$ cat src/rtl/au_int_exp2_seq_pkg.sv
// Shared constants and helpers for the au_int_exp2_seq power-of-two scaler.
package au_int_exp2_seq_pkg;

    // Controller states: wait for operands, step shifter stages, hold result.
    typedef enum logic [1:0] {
        ST_IDLE  = 2'd0,
        ST_SHIFT = 2'd1,
        ST_DONE  = 2'd2
    } exp2_state_e;

    // Width needed to hold a shift amount for an x-bit word, never below 1.
    function automatic int au_clog2_min1(input int x);
        int r;
        r = $clog2(x);
        if (r < 1) begin
            return 1;
        end else begin
            return r;
        end
    endfunction

endpackage

$ cat src/rtl/au_int_exp2_seq.sv
// Sequential z = m * 2^e scaler. Each SHIFT cycle applies one log-shifter
// stage (shift by 2^k when exponent bit k is set) and accumulates overflow.
module au_int_exp2_seq
    import au_int_exp2_seq_pkg::*;
#(
    parameter int WIDTH = 8,
    localparam int EW = au_clog2_min1(WIDTH)
) (
    input  logic             clk,
    input  logic             rst,
    input  logic             in_valid,
    output logic             in_ready,
    input  logic [WIDTH-1:0] m,
    input  logic [EW-1:0]    e,
    output logic             out_valid,
    input  logic             out_ready,
    output logic [WIDTH-1:0] z,
    output logic             ovf
);

    localparam int            K_LAST_INT = EW - 1;
    localparam int            K_ONE_INT  = 1;
    localparam logic [EW-1:0] K_LAST     = K_LAST_INT[EW-1:0];
    localparam logic [EW-1:0] K_ONE      = K_ONE_INT[EW-1:0];

    exp2_state_e      state_r;
    logic [EW-1:0]    k_r;
    logic [EW-1:0]    exp_r;
    logic [WIDTH-1:0] acc_r;
    logic             ovf_r;
    logic             out_valid_r;

    logic [WIDTH-1:0] stage_acc_s;
    logic             stage_lost_s;

    // Ready only while idle and not being reset, so nothing is taken during reset.
    assign in_ready  = (state_r == ST_IDLE) && !rst;
    assign out_valid = out_valid_r;
    assign z         = acc_r;
    assign ovf       = ovf_r;

    // Stage mux: shift acc by 2^k and report whether any set bit falls off the top.
    always_comb begin
        stage_acc_s  = acc_r;
        stage_lost_s = 1'b0;
        for (int i = 0; i < EW; i++) begin
            if (k_r == i[EW-1:0]) begin
                if ((32'd1 << i) >= WIDTH) begin
                    stage_acc_s  = '0;
                    stage_lost_s = |acc_r;
                end else begin
                    stage_acc_s  = acc_r << (32'd1 << i);
                    stage_lost_s = |(acc_r >> (WIDTH - (32'd1 << i)));
                end
            end else begin
                stage_acc_s  = stage_acc_s;
                stage_lost_s = stage_lost_s;
            end
        end
    end

    // Controller: load operands, step every exponent bit, then hold until consumed.
    always_ff @(posedge clk) begin
        if (rst) begin
            state_r     <= ST_IDLE;
            k_r         <= '0;
            exp_r       <= '0;
            acc_r       <= '0;
            ovf_r       <= 1'b0;
            out_valid_r <= 1'b0;
        end else begin
            case (state_r)
                ST_IDLE: begin
                    if (in_valid) begin
                        acc_r   <= m;
                        exp_r   <= e;
                        k_r     <= '0;
                        ovf_r   <= 1'b0;
                        state_r <= ST_SHIFT;
                    end else begin
                        state_r <= ST_IDLE;
                    end
                end
                ST_SHIFT: begin
                    if (exp_r[k_r]) begin
                        acc_r <= stage_acc_s;
                        ovf_r <= ovf_r | stage_lost_s;
                    end else begin
                        acc_r <= acc_r;
                        ovf_r <= ovf_r;
                    end
                    if (k_r == K_LAST) begin
                        k_r         <= '0;
                        state_r     <= ST_DONE;
                        out_valid_r <= 1'b1;
                    end else begin
                        k_r <= k_r + K_ONE;
                    end
                end
                ST_DONE: begin
                    if (out_ready) begin
                        out_valid_r <= 1'b0;
                        state_r     <= ST_IDLE;
                    end else begin
                        out_valid_r <= 1'b1;
                    end
                end
                default: begin
                    state_r     <= ST_IDLE;
                    k_r         <= '0;
                    out_valid_r <= 1'b0;
                end
            endcase
        end
    end

endmodule

$ cat config.mk
export PLATFORM = sky130hd
export DESIGN_NAME = au_int_exp2_seq
export DESIGN_NICKNAME = d
export VERILOG_FILES = /design/src/rtl/au_int_exp2_seq_pkg.sv /design/src/rtl/au_int_exp2_seq.sv
export SDC_FILE = /design/constraint.sdc
export NUM_CORES = 1
export LEC_CHECK = 0
export BUFFER_PORTS_ARGS = -buffer_cell sky130_fd_sc_hd__buf_2
export CORE_UTILIZATION = 50
export CTS_CLUSTER_DIAMETER = 80
export CTS_CLUSTER_SIZE = 14
export DETAILED_ROUTE_END_ITERATION = 8
export PLACE_DENSITY = 0.75
export SETUP_SLACK_MARGIN = 0.1
export SLEW_MARGIN = 30
export SYNTH_ARGS = -nofsm -noshare
export SYNTH_HDL_FRONTEND = slang
export SYNTH_SLANG_ARGS = --single-unit
$ cat constraint.sdc
create_clock -name clk -period 3.6 [get_ports clk]
set_input_delay 0.54 -clock clk [delete_from_list [all_inputs] [get_ports clk]]
set_output_delay 0.54 -clock clk [all_outputs]
set_load 0.005 [all_outputs]
==> impl_metrics.py <==
metrics = {
    "finish": {
        "final_cells": 177,
        "layout_commonest_cell": "buf_2",
        "nFillCells": 185,
        "diodes": 0,
        "drive_gt1_frac": 0.207,
        "syn2layout_area_growth_pct": 12.7,
        "nNetsFinal": 170,
        "final_cell_mix": "buf_2 (25), dfxtp_1 (18), a21oi_1 (15), o21ai_0 (10), a211oi_1 (10)",
    },
    "yosys": {
        "synthArstFlopShare": 0,
        "ys_warn_count": 0,
        "syn-cell-area_sq_um": 1100,
        "synthSimpleGateAreaFrac": 0.195,
        "muxShareOfSynthArea": 0.0661,
        "ys_seq_area_frac": 0.328,
        "synth_edf_count": 0,
        "synth_top_area_frac": 0.328,
        "yosys-top-cells-area": "dfxtp_1 (33%), a211oi_1 (6.8%), a21oi_1 (6.8%)",
        "synth-xor-area-share": 0.00798,
        "synthAdderAreaFrac": 0.0342,
        "ys_seq_elements": 18,
        "synth_top_family_by_area": "compound AO/OA/AOI/OAI gates",
        "syn-num-nets": 149,
        "synth_top_cell_by_area": "dfxtp_1",
        "postSynthAreaPerCell_sq_um": 8.38,
        "synth_compound_area_frac": 0.312,
        "synth_cell_types": 39,
        "synth_flop_cell": "dfxtp_1",
        "syn_inst": 131,
    },
    "critical_path": {
        "cp.required_ns": 3.84,
        "path_common_cell": "inv_1",
        "cp_max_fo": 13,
        "max_stage_delay_ns": 0.52,
        "crit_type": "flip-flop to flip-flop",
        "crit_path_start_kind": "flip-flop",
        "endpoint": "out_valid$_SDFFE_PP0P_",
        "ff2ff_setup_slack_ns": 1.62,
        "cp.arrival_ns": 2.21,
        "cp_slowest_cell": "or4b_1",
        "startpoint": "state_r[1]$_SDFFE_PP0P_",
        "reg2reg_to": "out_valid$_SDFFE_PP0P_",
        "worst_r2r_path_depth": 6,
        "path_cells": "inv_1, ha_1, inv_1, nor2_1, or4b_1, a21oi_1",
        "timing.rr.start": "state_r[1]$_SDFFE_PP0P_",
        "critPathCaptureType": "flip-flop",
    },
    "grt": {
        "grt_pass1_vias": 972,
        "grt-ovfl-total": 0,
        "grt_usage": 0.228,
        "grt_pass1_wl_um": 4290,
        "antenna_found_initial": 0,
        "grt_max_degree": 21,
    },
    "drt": {
        "wl_per_cell_um": 14.7,
        "detail-route-antenna-nets": 0,
        "routed_wl_um": 2600,
        "avgViaCountPerCell": 6.02,
        "drt_iter0_markers": 28,
        "vias": 1066,
        "drc": 0,
        "dr.pass1.iters": 4,
    },
    "hold_path": {
        "hold_path.class": "flip-flop to flip-flop",
    },
    "clock_network": {
        "cts_tree": "built",
        "htree_num_levels": 1,
        "cts_hold_buf": 0,
        "cts_resized": 0,
        "cts_root_buffer": "clkbuf_4",
        "cts_sinks": 18,
        "path_clk_slew_ns": 0.10,
        "post_cts_buffers": 0,
        "cts_buffers": 3,
        "ctsLongestPathBuffers": 2,
        "worstSkewPairLatency_ns": 0.30,
    },
    "floorplan": {
        "fp.dieH_um": 48.8,
        "die-area_sq_um": 2390,
        "die_w_um": 48.8,
        "rows": 16,
        "num_io_pins": 26,
        "core-area_sq_um": 2020,
        "initial_core_util": 0.543,
    },
    "sta": {
        "setup-violations-final": 0,
        "hold_ws_ns": 0.471,
        "finalCriticalPeriod_ns": 1.98,
        "setup_tns_ns": 0,
        "max_slew.worst_pin.slew_ns": 0.513,
        "rsz0062_at_grt": "false",
        "drv_slew": 0,
        "fin_crit_sh": 0.549,
        "timing.final.ws_setup_ns": 1.62,
        "relSlewSlack": 0.657,
        "fmax_mhz": 506,
        "hold_viol": 0,
        "finClkSkew_ns": 0.00283,
    },
    "flow_run": {
        "cap_violations": 0,
    },
    "placed_design": {
        "place_hpwl_um": 1880,
        "gp_congestion": 0.845,
        "place_worst_setup_slack_ns": 1.63,
        "placedCellCount": 174,
        "io_buffers": 25,
    },
    "power_and_ir_drop": {
        "p_sw_frac": 0.308,
        "total_power_uw": 422,
        "intPower_uw": 293,
        "power.density_nw_per_um2": 342,
        "p_comb_frac": 0.220,
        "max-vdd-ir-drop_mv": 0.225,
        "seq_power_share": 0.536,
        "power_switching_uw": 130,
        "clockPowerShare": 0.245,
        "power_leakage_uw": 0.000457,
    },
    "outcome": {
        "status": "finished, final reports clean",
    },
}
## metal layers
layer	part of all wire	vias up	GRT usage
met5	0	-	0
met4	0.032	0	0.127
met3	0.030	11	0.0312
met2	0.46	26	0.347
met1	0.47	499	0.309
li1	-	530	-
## area by class of cell
cell class	instances	area, sq um	share of cell area
clock buffers	3	22.5	0.0182
inverters	5	18.8	0.0152
well taps	27	33.8	0.0273
flip-flops and latches	18	360	0.291
repair buffers	25	125	0.101
multi-input cells	99	676	0.547
## critical path, delay by kind of cell (launching register included)
kind                       cells  cell delay (ns)
AOI/OAI and AO/OA              1             0.15
buffers and inverters          2             0.38
and+or+nand+nor                2             0.71
adders and majority gates      1             0.31
DFF                            1             0.36
## sequential cells by signal, summed over array words and instances, names as in the netlist
signal and flops:
exp_r 3, k_r 3, ovf 1, out_valid 1
state_r 2, z 8
## through the flow
step	util	cell area, sq um
floorplan	-	1100
global placement	0.600	1210
detailed placement	0.600	1210
CTS	0.611	1240
global route	0.611	1240
finish	0.611	1240
## cells in the mapped netlist, drive strengths merged, types with 2 or more instances
library cell  number
a211oi            10
a21o               4
a21oi             15
a22oi              3
buf                3
clkbuf             6
dfxtp             18
ha                 3
inv                5
mux2               2
mux2i              5
nand2              8
nand3              4
nand3b             2
nor2               7
nor2b              3
nor3               2
nor3b              2
o21ai             11
or3                2
## worst min path at each step
| stage | start | endpoint | cells past startpoint |
|---|---|---|---|
| 2_1_floorplan | exp_r[0]$_SDFFE_PP0P_ | exp_r[0]$_SDFFE_PP0P_ | 2 |
| 3_3_place_gp | exp_r[1]$_SDFFE_PP0P_ | exp_r[1]$_SDFFE_PP0P_ | 2 |
| 3_5_place_dp | exp_r[2]$_SDFFE_PP0P_ | exp_r[2]$_SDFFE_PP0P_ | 2 |
| 4_1_cts | exp_r[2]$_SDFFE_PP0P_ | exp_r[2]$_SDFFE_PP0P_ | 2 |
| 5_1_grt | e[0] | exp_r[0]$_SDFFE_PP0P_ | 3 |
| 6_report | exp_r[2]$_SDFFE_PP0P_ | exp_r[2]$_SDFFE_PP0P_ | 2 |
## power by group through the flow
stage / clock [uW] / sequential [uW] / combinational (uW)
floorplan: 0 / 227 / 63.4
detailed placement: 0 / 231 / 91.8
global route: 106 / 228 / 103
finish: 103 / 226 / 92.7
global placement: 0 / 230 / 89.7
CTS: 103 / 226 / 92.2
## logic make-up (layout without fill, tap and decap cells)
kind of cell,after synthesis,count (layout)
buffers and inverters,14,33
xor gates and xnor gates,1,1
muxes,7,7
and+or+nand+nor,36,36
AOI/OAI and AO/OA,52,52
DFF,18,18
adders and majority gates,3,3
(Power assumes the default switching activity.)
